<file path="config.mk">
export PLATFORM = sky130hd
export DESIGN_NAME = ahb_mtx_l1_arb_out
export DESIGN_NICKNAME = d
export VERILOG_FILES = /design/src/rtl/ahb_mtx_pkg.sv /design/src/rtl/ahb_mtx_l1_arb_pick.sv /design/src/rtl/ahb_mtx_l1_arb_out.sv
export SDC_FILE = /design/constraint.sdc
export NUM_CORES = 1
export LEC_CHECK = 0
export CORE_ASPECT_RATIO = 0.9
export CORE_UTILIZATION = 34
export CTS_CLUSTER_DIAMETER = 30
export DETAILED_ROUTE_END_ITERATION = 12
export PLACE_DENSITY = 0.6
export SYNTH_ARGS = -nofsm -noshare
export SYNTH_HDL_FRONTEND = slang
export SYNTH_HIERARCHICAL = 1
export SYNTH_SLANG_ARGS = --single-unit
</file>
<file path="constraint.sdc">
create_clock -name HCLK -period 7.99 [get_ports HCLK]
set_input_delay 1.9975 -clock HCLK [delete_from_list [all_inputs] [get_ports HCLK]]
set_output_delay 1.9975 -clock HCLK [all_outputs]
set_load 0.01 [all_outputs]
</file>
<file path="src/rtl/ahb_mtx_pkg.sv">
// Shared definitions for the AHB bus matrix: HTRANS/HBURST encodings,
// output-arbiter state type and the fixed-burst beat-count helper.
package ahb_mtx_pkg;

    localparam logic [1:0] HTRANS_IDLE   = 2'b00;
    localparam logic [1:0] HTRANS_BUSY   = 2'b01;
    localparam logic [1:0] HTRANS_NONSEQ = 2'b10;
    localparam logic [1:0] HTRANS_SEQ    = 2'b11;

    localparam logic [2:0] HBURST_SINGLE = 3'b000;
    localparam logic [2:0] HBURST_INCR   = 3'b001;
    localparam logic [2:0] HBURST_WRAP4  = 3'b010;
    localparam logic [2:0] HBURST_INCR4  = 3'b011;
    localparam logic [2:0] HBURST_WRAP8  = 3'b100;
    localparam logic [2:0] HBURST_INCR8  = 3'b101;
    localparam logic [2:0] HBURST_WRAP16 = 3'b110;
    localparam logic [2:0] HBURST_INCR16 = 3'b111;

    localparam int BEAT_CNT_W = 4;

    typedef enum logic [1:0] {
        ARB_IDLE   = 2'd0,
        ARB_SINGLE = 2'd1,
        ARB_BURST  = 2'd2,
        ARB_LOCKED = 2'd3
    } arb_state_t;

    // Remaining SEQ beats after the NONSEQ of a fixed-length burst; 0 means
    // the transfer is not held (SINGLE or undefined-length INCR).
    function automatic logic [BEAT_CNT_W-1:0] burst_beats(input logic [2:0] hburst);
        logic [BEAT_CNT_W-1:0] beats;
        case (hburst)
            HBURST_WRAP4,  HBURST_INCR4:  beats = 4'd3;
            HBURST_WRAP8,  HBURST_INCR8:  beats = 4'd7;
            HBURST_WRAP16, HBURST_INCR16: beats = 4'd15;
            HBURST_SINGLE, HBURST_INCR:   beats = 4'd0;
            default:                      beats = 4'd0;
        endcase
        return beats;
    endfunction

endpackage

</file>
<file path="src/rtl/ahb_mtx_l1_arb_pick.sv">
// Combinational request picker: scans the request vector starting at the
// port after ptr and returns the first requester. Tying ptr to the highest
// index turns it into a fixed lowest-index-wins priority picker.
module ahb_mtx_l1_arb_pick #(
    parameter int NUM_PORTS = 3,
    parameter int PW        = 2
) (
    input  logic [NUM_PORTS-1:0] req,
    input  logic [PW-1:0]        ptr,
    output logic [PW-1:0]        idx,
    output logic                 valid
);

    // First requester in rotating order after ptr.
    always_comb begin
        int j;
        j     = 0;
        idx   = '0;
        valid = 1'b0;
        for (int k = 1; k <= NUM_PORTS; k++) begin
            j = (int'(ptr) + k) % NUM_PORTS;
            if (!valid && req[j]) begin
                idx   = PW'(j);
                valid = 1'b1;
            end
        end
    end

endmodule

</file>
<file path="src/rtl/ahb_mtx_l1_arb_out.sv">
// Output-stage arbiter of the level-1 AHB bus matrix. Grants the shared
// output port per address phase, holds it across fixed bursts and locked
// sequences, and tracks the data-phase owner.
// Build option: AHB_ARB_ROUND_ROBIN_EN selects round-robin arbitration;
// without it the lowest-index valid request wins.
//
// state      | meaning
// -----------+-----------------------------------------------------------
// ARB_IDLE   | no owner, output stage drives HTRANS=IDLE
// ARB_SINGLE | owner had one address phase; re-arbitrate at next boundary
// ARB_BURST  | fixed-length burst running, cnt_q = SEQ beats still due
// ARB_LOCKED | owner holds while its HMASTLOCK and select stay high
module ahb_mtx_l1_arb_out
    import ahb_mtx_pkg::*;
#(
    parameter int NUM_PORTS = 3,
    parameter int PW        = 2
) (
    input  logic                   HCLK,
    input  logic                   HRESET,
    input  logic [NUM_PORTS-1:0]   req_arb,
    input  logic [2*NUM_PORTS-1:0] trans_arb,
    input  logic [3*NUM_PORTS-1:0] burst_arb,
    input  logic [NUM_PORTS-1:0]   lock_arb,
    input  logic                   HREADYM,
    output logic [PW-1:0]          addr_in_port,
    output logic                   no_port,
    output logic [PW-1:0]          data_in_port,
    output logic [NUM_PORTS-1:0]   active_arb
);

    arb_state_t              state_q;
    logic [PW-1:0]           owner_q;
    logic [BEAT_CNT_W-1:0]   cnt_q;
    logic [PW-1:0]           ptr;

    logic [NUM_PORTS-1:0]    valid;
    logic                    own_req;
    logic                    own_lock;
    logic [1:0]              own_trans;
    logic                    release_own;
    logic                    arb_en;
    logic [PW-1:0]           pick_idx;
    logic                    pick_valid;
    logic                    win_lock;
    logic [BEAT_CNT_W-1:0]   win_beats;

    // A request only counts when the input stage presents a real transfer.
    always_comb begin
        valid = '0;
        for (int i = 0; i < NUM_PORTS; i++) begin
            valid[i] = req_arb[i] && (trans_arb[2*i +: 2] != HTRANS_IDLE);
        end
    end

    ahb_mtx_l1_arb_pick #(
        .NUM_PORTS (NUM_PORTS),
        .PW        (PW)
    ) u_pick (
        .req   (valid),
        .ptr   (ptr),
        .idx   (pick_idx),
        .valid (pick_valid)
    );

`ifdef AHB_ARB_ROUND_ROBIN_EN
    logic [PW-1:0] last_q;

    // Remember the last winner so the scan starts just after it.
    always_ff @(posedge HCLK or posedge HRESET) begin
        if (HRESET) begin
            last_q <= PW'(NUM_PORTS - 1);
        end else if (arb_en && pick_valid) begin
            last_q <= pick_idx;
        end
    end

    assign ptr = last_q;
`else
    assign ptr = PW'(NUM_PORTS - 1);
`endif

    // Decide whether the current owner gives up the port this cycle. A
    // deselected owner is treated as presenting IDLE.
    always_comb begin
        own_req     = req_arb[owner_q];
        own_lock    = lock_arb[owner_q];
        own_trans   = own_req ? trans_arb[2*int'(owner_q) +: 2] : HTRANS_IDLE;
        release_own = 1'b1;
        case (state_q)
            ARB_BURST: begin
                case (own_trans)
                    HTRANS_SEQ:  release_own = (cnt_q <= 4'd1);
                    HTRANS_BUSY: release_own = 1'b0;
                    default:     release_own = 1'b1;
                endcase
            end
            ARB_LOCKED: release_own = !own_lock || !own_req;
            default:    release_own = 1'b1;
        endcase
        arb_en    = HREADYM && !HRESET && release_own;
        win_lock  = lock_arb[pick_idx];
        win_beats = burst_beats(burst_arb[3*int'(pick_idx) +: 3]);
    end

    // Zero-latency grant on arbitration cycles, otherwise hold the owner.
    always_comb begin
        if (arb_en) begin
            no_port      = !pick_valid;
            addr_in_port = pick_valid ? pick_idx : owner_q;
        end else begin
            no_port      = (state_q == ARB_IDLE);
            addr_in_port = owner_q;
        end
        active_arb = '0;
        for (int i = 0; i < NUM_PORTS; i++) begin
            active_arb[i] = !no_port && (addr_in_port == PW'(i));
        end
    end

    // Ownership FSM and burst beat counter; lock outranks burst on a grant.
    always_ff @(posedge HCLK or posedge HRESET) begin
        if (HRESET) begin
            state_q <= ARB_IDLE;
            owner_q <= '0;
            cnt_q   <= '0;
        end else if (arb_en) begin
            if (pick_valid) begin
                owner_q <= pick_idx;
                if (win_lock) begin
                    state_q <= ARB_LOCKED;
                    cnt_q   <= '0;
                end else if (win_beats != '0) begin
                    state_q <= ARB_BURST;
                    cnt_q   <= win_beats;
                end else begin
                    state_q <= ARB_SINGLE;
                    cnt_q   <= '0;
                end
            end else begin
                state_q <= ARB_IDLE;
                cnt_q   <= '0;
            end
        end else if (HREADYM && state_q == ARB_BURST && own_trans == HTRANS_SEQ) begin
            cnt_q <= cnt_q - 4'd1;
        end
    end

    // Data phase follows the address phase accepted at each ready edge.
    always_ff @(posedge HCLK or posedge HRESET) begin
        if (HRESET) begin
            data_in_port <= '0;
        end else if (HREADYM && !no_port) begin
            data_in_port <= addr_in_port;
        end
    end

endmodule

</file>
# Yosys cells after proc, flatten, opt, wreduce, memory -nomap -nowiden
# Memories as Yosys holds them, arrays and structs flattened.
# Cells that the tools add are included.
classes:
  addsub: 1
  mul: 1
  n_lt_le_gt_ge: 3
  eq_ne: 6
  n_shift: 2
  muxes: 25
  reduce_logical: 28
ops:
  columns: ["cell", "count"]
  rows:
  - ["4-bit two-way mux", 5]
  - ["2-bit two-way mux", 7]
  - ["1-bit logical AND", 13]
  - ["9-bit by 5-bit variable part select with 3-bit output", 1]
  - ["2-bit equality test, second input constant", 4]
  - ["1-bit two-way mux", 8]
  - ["2-bit nonzero test", 4]
  - ["1-bit zero test", 7]
  - ["1-bit binary-select mux with 2-bit select", 3]
  - ["2-bit by 3-bit less-than comparator with 1-bit output, second input constant", 2]
  - ["6-bit by 4-bit variable part select with 2-bit output", 1]
  - ["2-bit by 1-bit equality test with 1-bit output, second input constant", 2]
  - ["4-bit by 1-bit <= comparator with 1-bit output, second input constant", 1]
  - ["2-bit zero test", 2]
  - ["2-bit by 2-bit multiplier with 4-bit output, first input constant", 1]
  - ["1-bit one-hot mux with 2 select lines", 2]
  - ["4-bit nonzero test", 1]
  - ["4-bit by 1-bit subtractor with 4-bit output, second input constant", 1]
  - ["1-bit logical OR", 1]
word_totals:
  register_bits: 10
  rom_bits: 32
  input_bits: 24
  out_inout_bits: 8
  elab_cells: 71
  n_memories: 1
memory_table:
  columns: ["name", "depth", "width", "read_ports", "rd_ports_with_merged_regs", "write_ports", "line", "rtl"]
  rows:
  - ["(no name shown)", 8, 4, 1, 0, 0, "ahb_mtx_pkg.sv:32", "case (hburst)"]

# Depth between registers and ports, before layout
# Gate-level depths: netlist of the first run.
# An unclocked memory read counts as a cell.
depth:
  word_depth: 17
  depth_mapped: 12
  ltp_nobuf: 11

# Hierarchy
# Netlist of the first run, hierarchy kept.
by_module_without_submodules:
  columns: ["mod", "instances", "cells_per_inst", "area_per_inst_um2", "seq_area_each_um2"]
  rows:
  - ["ahb_mtx_l1_arb_out", 1, 105, 954.7, 250.2]
  - ["ahb_mtx_l1_arb_pick", 1, 20, 131.4, 0.0]

# Least setup slack after synthesis of the first run
# Ideal clock, no wire load.
synth_path:
  path_type: "in2out"
  start: "input port trans_arb[2]"
  end: "output port addr_in_port[0]"
  t_arrival_ns: 3.388
  required_time_ns: 5.992
  path_slack_ns: 2.605
  path_stages: 8
  path_buffers: 1
  path_cell_list: "o21a_1 > o32a_1 > o21ai_1 > a21oi_1 > buf_4 > and3_1 > a32oi_2 > mux2_2"
synth_between:
  elab_chain_len: 9
  elab_cells_between_ends: 18
  classes_between: "2 x eq/ne; 1 x shift; 9 x mux; 6 x reduce/logical"
synth_lines:
  columns: ["item", "line", "rtl"]
  rows:
  - ["start, declared", "ahb_mtx_l1_arb_out.sv:22", "input logic [2*NUM_PORTS-1:0] trans_arb,"]
  - ["2-bit nonzero test *", "ahb_mtx_l1_arb_out.sv:52", "valid[i] = req_arb[i] && (trans_arb[2*i +: 2] != HTRANS_IDLE);"]
  - ["1-bit logical AND *", "ahb_mtx_l1_arb_out.sv:52", null]
  - ["1-bit logical AND *", "ahb_mtx_l1_arb_pick.sv:22", "if (!valid && req[j]) begin"]
  - ["1-bit two-way mux *", "ahb_mtx_l1_arb_pick.sv:22", null]
  - ["1-bit zero test", "ahb_mtx_l1_arb_pick.sv:22", null]
  - ["1-bit logical AND", "ahb_mtx_l1_arb_pick.sv:22", null]
  - ["1-bit two-way mux *", "ahb_mtx_l1_arb_pick.sv:22", null]
  - ["net pick_valid", "ahb_mtx_l1_arb_out.sv:44", "logic pick_valid;"]
  - ["2-bit two-way mux *", null, null]
  - ["2-bit two-way mux *", "ahb_mtx_l1_arb_out.sv:108", "if (arb_en) begin"]
  - ["end, declared", "ahb_mtx_l1_arb_out.sv:26", "output logic [PW-1:0] addr_in_port,"]
# The timed path passes the listed nets; every way through them passes the cells marked *.

# Worst setup path after layout of the first run
layout_path:
  start: "input port trans_arb[1]"
  end: "output port active_arb[1]"
layout_between:
  elab_chain_len: 13
  elab_cells_between_ends: 25
  classes_between: "3 x eq/ne; 1 x shift; 11 x mux; 10 x reduce/logical"
layout_lines:
  columns: ["item", "line", "rtl"]
  rows:
  - ["parallel branches: the longest is 12 deep, another holds 6-bit by 4-bit variable part select with 2-bit output", null, null]
  - ["1-bit logical AND *", "ahb_mtx_l1_arb_out.sv:117", "active_arb[i] = !no_port && (addr_in_port == PW'(i));"]
  - ["end, declared", "ahb_mtx_l1_arb_out.sv:29", "output logic [NUM_PORTS-1:0] active_arb"]
# Mark *: on every way between the ends.

==> results list, run 1 <==
- Outcome: complete, no violations
- CTS built an H-tree with a depth of 1.
* I/O Buffers: 28
* Crit path capture type: output port
- Number of nets in the layout: 184
* Post-Synthesis Cell Area: 1090 um^2
* Post-Route Utilization: 46.7%
- Post-synth cell types: 40
- Worst setup path startpoint: trans_arb[1]
- Entering global routing, the biggest net connects 14 pins.
* Synthesized-area fraction occupied by adder cells: 5.65%
* Fraction of post-synthesis cell area in the top cell type by area: 23.0%
- Most used cells in the layout excluding fill and tap cells: clkdlybuf4s50_1 (28), mux2i_1 (13), inv_1 (10), dfrtp_1 (10)
- TritonCTS sink count: 10
* Most common cell after layout, fill and taps aside: clkdlybuf4s50_1
* Number of instances in the synthesized netlist: 125
- The filler cells instantiated in the layout total 337.
* Maximum fanout along the worst path: 10
* Number of global-route vias before repair: 976
- Once the clock tree was built, the resizer swapped 0 gates to a different size.
* Total Die Area: 3420 um^2
* Smallest setup slack after layout: 1.20 ns
- The final layout contains routed wiring with a total length of 2.43 mm.
* Launching element type of the critical path: input port
- Post-synthesis xor/xnor area fraction: 2.42%
- Minimum clock period: 6.79 ns
- Remaining design rule violation count: 0
- Cell at the slowest stage of the critical path: nor2b_1
- At the worst endpoint, the required time is 5.99 ns.
- For this run, the number of Yosys warnings is 6.
* Reg-to-reg startpoint: owner_q[1]
- Top cell type by total area after synthesis: dfrtp_1
* Slew at the pin closest to its max-slew limit: 1.10 ns
* Global-route wire length before repair: 4.05 mm
- In the final layout, the share of cells above drive strength 1 is 12.3%.
* P&R area growth vs syn: 30.9%
- Timing would allow up to 147 MHz.
- The final critical path takes up 84.9% of the cycle.
- Synth Area in Compound Gates: 19.0%
* Final setup violation count: 0
* Setup Buffers After CTS: 0
* Cell chain of the critical path: clkdlybuf4s50_1 > mux2i_1 > o21a_1 > o211ai_1 > a21oi_1 > nor2b_1 > mux2i_1 > clkdlybuf4s50_1
- Static Leak: 0.592 nW
- By area the synthesized netlist is led by dfrtp_1 (23%), mux2i_1 (12%), mux2_2 (5.2%).
- Number of cell rows: 19
* Number of synthesized register bits: 10
- The detail route stage leaves a number of antenna-violating nets equal to 0.
- Die span in y: 55.6 um
- The clock reaches the later pin of the worst-skew pair after 0.26 ns.
- Slew Viols, Final: 0
- Unrepaired setup endpoints after global routing: no
* Combinational family with the most area after synthesis: multiplexers
- First-pass iteration count of the detailed router: 4
* Hold violation count in the final report: 0
- HPWL after DPL: 2.01 mm
* Routed wirelength normalized by instance count: 12.3 um
* Critical path class: in2out
- After routing, the total negative slack on setup checks comes to 0 ns.
- STA puts the critical path data arrival time at 4.79 ns.
* Starting Density: 35.7%
- The floorplan step defined a core boundary enclosing 3040 um^2.
- The number of antenna violations at the first check in global routing was 0.
* Total power: 0.363 mW
- In this run the most critical hold path is launched from data_in_port[0].
* Worst stage delay on the critical path: 0.85 ns
- In this run the count of I/O pins placed on the die edge is 32.
- Relative slew margins: 26.7%
* Clock buffer count from CTS: 3
* Vias/cell: 5.02
- TritonCTS clock tree: yes
- Worst Clk Skew: 0.00247 ns
* Residual overflow from global routing: 0
* Final Wtd Congestion: 0.848
- Hold buffers post-CTS: 0
- In this run the worst hold path is classified as reg2reg.
- Overall routing resource usage: 15.0%
- Summing the sequential cell areas from Yosys gives 23.0% of the chip area.
- After synthesis, the share of cell area in mux cells is 21.3%.
- Diodes inserted: 0
- The detailed router finished its first iteration with 29 violations.
- Of the total synthesized cell area, the portion taken by AND, OR, NAND and NOR gates is 19.9%.
- Clock transition at the register clock pins on the worst setup and hold paths after CTS: 0.06 ns
- Worst IR drop on VDD: 0.000121 V
- Clock tree synthesis selected as its root buffer the cell clkbuf_4.
- The routed layout has 989 vias.
- Power Density: 256 nW/um^2
- Max-cap violations in this run came to 0.
- Width of the die: 61.6 um
- Counting along the longest clock path gives a buffer depth of 2.
- Timing analysis after detailed placement gives a worst setup slack of 1.20 ns.
- A synthesized cell averages 8.69 um^2.
power breakdown:
part / switching [mW] / internal, mW / leakage [nW]
Sequential: 0.0331 / 0.0710 / 0.130
Clock: 0.0168 / 0.0276 / 0.0210
Combinational: 0.0974 / 0.117 / 0.442
synth_stat cells:
master and count:
mux2_2 5, a21oi_1 6, nand4_1 2, mux2i_1 13
conb_1 2, o32a_1 1, nand3b_1 4, buf_6 2
buf_2 1, o311a_2 1, inv_1 10, o21ai_2 1
nand3b_4 1, o21a_1 4, o21ai_0 9, nor3_1 5
nand2_1 9, nor2_1 7, and2b_1 1, ha_1 4
o22ai_1 1, buf_4 1, or3_1 2, xnor2_1 3
nor3b_1 1, nand3_1 2, a21o_1 1, o311ai_1 1
dfrtp_1 10, clkbuf_8 1, o211ai_2 1, mux2_4 3
maj3_2 1, o21ai_1 1, a32oi_2 1, a21boi_0 1
nand2b_1 1, nor2b_1 3, and3_1 1, o211ai_1 1
registers in the layout, indices dropped and copies added (netlist names):
register and flops:
data_in_port 2, owner_q 2, state_q 2, cnt_q 4
critical path: cells and delay by family:
kind / cells / cell delay (ns)
buffers and inverters: 2 / 1.06
AND/OR/NAND/NOR: 1 / 0.85
AO/OA/AOI/OAI: 3 / 0.48
multiplexers: 2 / 0.40
kinds of logic (layout without fill, tap and decap cells):
| kind of cell | count (synthesis) | count (layout) |
|---|---|---|
| AO/OA/AOI/OAI | 30 | 30 |
| XOR/XNOR | 3 | 3 |
| adder cells (fa/ha/maj) | 5 | 5 |
| buffers and inverters | 15 | 43 |
| flip-flops | 10 | 10 |
| multiplexers | 21 | 21 |
| other | 2 | 4 |
| AND/OR/NAND/NOR | 39 | 39 |
final cells by class:
type                    instances  area, um^2  area share, %
repair buffers                 29         288           20.2
flip-flops and latches         10         250           17.6
multi-input cells             102         757           53.3
clock buffers                   4        36.3           2.55
well taps                      42        52.6           3.70
inverters                      10        37.5           2.64
layer usage:
metal | part of all wire (%) | track usage [%] | up-vias | wire length [um]
li1 | - | - | 504 | -
met1 | 47 | 21.1 | 452 | 1150
met2 | 48 | 25.2 | 31 | 1160
met3 | 4.2 | 0 | 2 | 101
met4 | 0.62 | 4.13 | 0 | 15
met5 | 0 | 0 | - | 0
metrics by stage:
step                hold slack [ns]  instances  area, um^2
finish                        0.508        197        1420
global route                  0.526        197        1420
CTS                           0.511        197        1420
detailed placement            0.497        193        1390
global placement              0.488        193        1390
floorplan                     0.546        127        1090
worst paths after layout:
path / to / slack, ns / depth (start not counted)
min in group asynchronous: cnt_q[1] / 2.08 / 2
max in group asynchronous: data_in_port[1] / 5.63 / 2
worst max register to register: state_q[1] / 5.40 / 6
worst min register to register: data_in_port[0] / 0.51 / 1
worst min-delay path: data_in_port[0] / 0.51 / 1
worst max-delay path: active_arb[1] / 1.20 / 8
(Power assumes the default switching activity.)
==> run 2: changes to the inputs <==
==> constraint.sdc (replaced) <==
create_clock -name HCLK -period 6.9 [get_ports HCLK]
set_input_delay 1.725 -clock HCLK [delete_from_list [all_inputs] [get_ports HCLK]]
set_output_delay 1.725 -clock HCLK [all_outputs]
set_load 0.01 [all_outputs]
==> run 2 against run 1 <==
Clock power is 13% lower; worst hold slack better by 0.0016 ns; power is 12% higher; sequential power is 16% higher; sequential cell count stayed put; highest routed layer is now met3.
==> results list, run 2 (same netlist as run 1, synthesis figures left out) <==
* Outcome: complete, no violations
- Relative slew margins: 25.4% (-1.3 points)
- Of the available clock period, the critical path in the final layout requires 90.0%.
- Hold WC Path Type: reg2reg
- The wire length of the first global-routing pass was 3.89 mm (-3.9%).
* Initial detailed-routing violation count: 44 (+52%)
- The minimum setup slack after placement is 0.713 ns (-0.485 ns).
* Launching element type of the critical path: input port
- The critical-path maximum fanout came to 10 (unchanged).
* HPWL after DPL: 2.00 mm (-0.52%)
- The H-tree level count was 1 (unchanged).
* Number of cell rows: 19 (unchanged)
- The total CTS buffers is 3 (unchanged).
- First-pass iteration count of the detailed router: 4 (unchanged)
- Slew at the pin closest to its max-slew limit: 1.12 ns (+0.0196 ns)
- Final non-filler cell area: 1410 um^2 (-0.97%)
- Residual overflow from global routing: 0 (unchanged)
- Highest clock rate: 161 MHz
- Leaving out fill and tap cells, the most frequent cells in the layout are clkdlybuf4s50_1 (28), mux2i_1 (13), inv_1 (10), dfrtp_1 (10).
- Count of instances resized after the clock tree is built: 0 (unchanged)
* Power Density: 288 nW/um^2 (+13%)
* Top-level I/O count: 32 (unchanged)
* Fill cell instance count of the final layout: 335 (-0.59%)
* Final setup violation count: 0 (unchanged)
- Worst Clk Skew: 0.00353 ns (+0.00105 ns)
* Overall routing resource usage: 14.9% (-0.10 points)
- Setup TNS: 0 ns (unchanged)
* Static Leak: 0.585 nW (-1.2%)
- Diodes inserted: 0 (unchanged)
- The area enclosed by the die boundary is 3420 um^2 (unchanged).
* Unrepaired setup endpoints after global routing: no
* Clock latency of the later-clocked register in the worst-skew pair: 0.26 ns (about the same)
- The core box area came to 3040 um^2 (unchanged).
- The number of antenna violations at the first check in global routing came to 0 (unchanged).
- Vias/cell: 5.17 (+3.1%)
- The routed wire length is 2.47 mm (+1.6%).
- Remaining design rule violation count: 0 (unchanged)
- Register with the most flip-flops: cnt_q
- The required time at the worst-slack endpoint was 5.18 ns (-0.81 ns).
- STA classifies the critical path endpoint as an output port.
- Max FFs per register: 4 (unchanged)
* Worst IR drop on VDD: 0.000155 V (+28%)
- The worst setup path is of the in2out kind.
- Most common cell after layout, fill and taps aside: clkdlybuf4s50_1
* Number of buffers on the longest clock path: 2 (unchanged)
- Among the stages of the critical path, the cell type that occurs most often is clkdlybuf4s50_1.
- Final Wtd Congestion: 0.851 (+0.42%)
- The horizontal extent of the die was 61.6 um (unchanged).
- The number of maximum-capacitance constraint violations is 0 (unchanged).
* Routed wirelength normalized by instance count: 12.6 um (+2.1%)
- I/O Buffers: 28 (unchanged)
* Multi-input gate area: 757 um^2 (unchanged)
- The final worst-path setup slack is 0.689 ns (-0.515 ns).
- The final total power came to 0.405 mW (+12%).
* Register cell area after layout: 250 um^2 (unchanged)
- Total via count after detailed routing: 1014 (+2.5%)
* Worst stage delay on the critical path: 0.86 ns (about the same)
- Relative to the synthesized area, the layout overhead comes to 29.6%.
* Slew Viols, Final: 0 (unchanged)
- Layout Cells excl Fill: 196 (-0.51%)
- Cell chain of the critical path: clkdlybuf4s50_1 > mux2i_1 > o21a_1 > o211ai_1 > a21oi_1 > nor2b_1 > mux2_4 > clkdlybuf4s50_1
- Family with the most delay on the worst path: buffers and inverters
- The end-of-flow core utilization was 46.3% (-0.45 points).
- The number of global-route vias before repair was 936 (-4.1%).
* Hold buffers post-CTS: 0 (unchanged)
- The placed instance count came to 193 (unchanged).
- The largest net degree at the start of global routing is 14 (unchanged).
- On the critical path, the stage with the largest delay is an instance of nor2b_1.
* Die span in y: 55.6 um (unchanged)
- The hold violation total from the final report was 0 (unchanged).
- The starting density of the core came to 35.7% (unchanged).
* Share of post-route cells with drive strength above 1: 11.7% (-0.57 points)
- The total setup buffers inserted after CTS came to 0 (unchanged).
* Arrival time worst endpoint: 4.49 ns (-0.30 ns)
- TritonCTS sink count: 10 (unchanged)
- Subtracting the final worst setup slack from the clock period gives 6.21 ns.
* Clock transition at the register clock pins on the worst setup and hold paths after CTS: 0.06 ns (about the same)
- TritonCTS clock tree: yes
- Tightest hold margin: 0.510 ns (+0.00164 ns)
- Combined buffer and inverter count along the critical path: 2 (unchanged)
- Number of nets in the layout: 184 (unchanged)
- Routed Antenna Nets: 0 (unchanged)
- CTS placed an instance of clkbuf_4 at the clock tree root.
- The instance area after placement was 1390 um^2 (unchanged).
-- run 2: cell count changes in the layout (fill, tap and decap cells not counted) --
cell / previous run / this run
clkbuf_8: 1 / 0
-- run 2: path summary, 6_finish.rpt --
| check | startpoint | end | slack (ns) | cells past startpoint |
|---|---|---|---|---|
| min in group asynchronous | HRESET | cnt_q[1] | 1.80 | 2 |
| setup reg to reg | owner_q[1] | state_q[1] | 4.30 | 6 |
| setup / recovery | trans_arb[5] | active_arb[0] | 0.69 | 8 |
| max in group asynchronous | HRESET | owner_q[0] | 4.82 | 2 |
| hold reg to reg | data_in_port[0] | data_in_port[0] | 0.51 | 1 |
| hold / removal | data_in_port[0] | data_in_port[0] | 0.51 | 1 |
-- run 2: layout make-up --
class / count / share of cell area, %
clock buffer: 3 / 1.60
inverter: 10 / 2.67
multi-input combinational: 102 / 53.8
sequential: 10 / 17.8
tap: 42 / 3.73
timing repair buffer: 29 / 20.4
-- run 2: routing by layer --
layer	global-route usage (%)	vias to the layer above	part of all wire, %
met2	25.2	48	48
met5	0	-	0
met1	19.1	465	45
met3	0.698	0	6.6
met4	6.67	0	0
li1	-	501	-
-- run 2: report_power, final --
part	switching, mW	total, mW	internal [mW]
clock network	0.0186	0.0387	0.0201
logic	0.111	0.245	0.135
registers	0.0390	0.121	0.0823
total	0.168	0.405	0.237
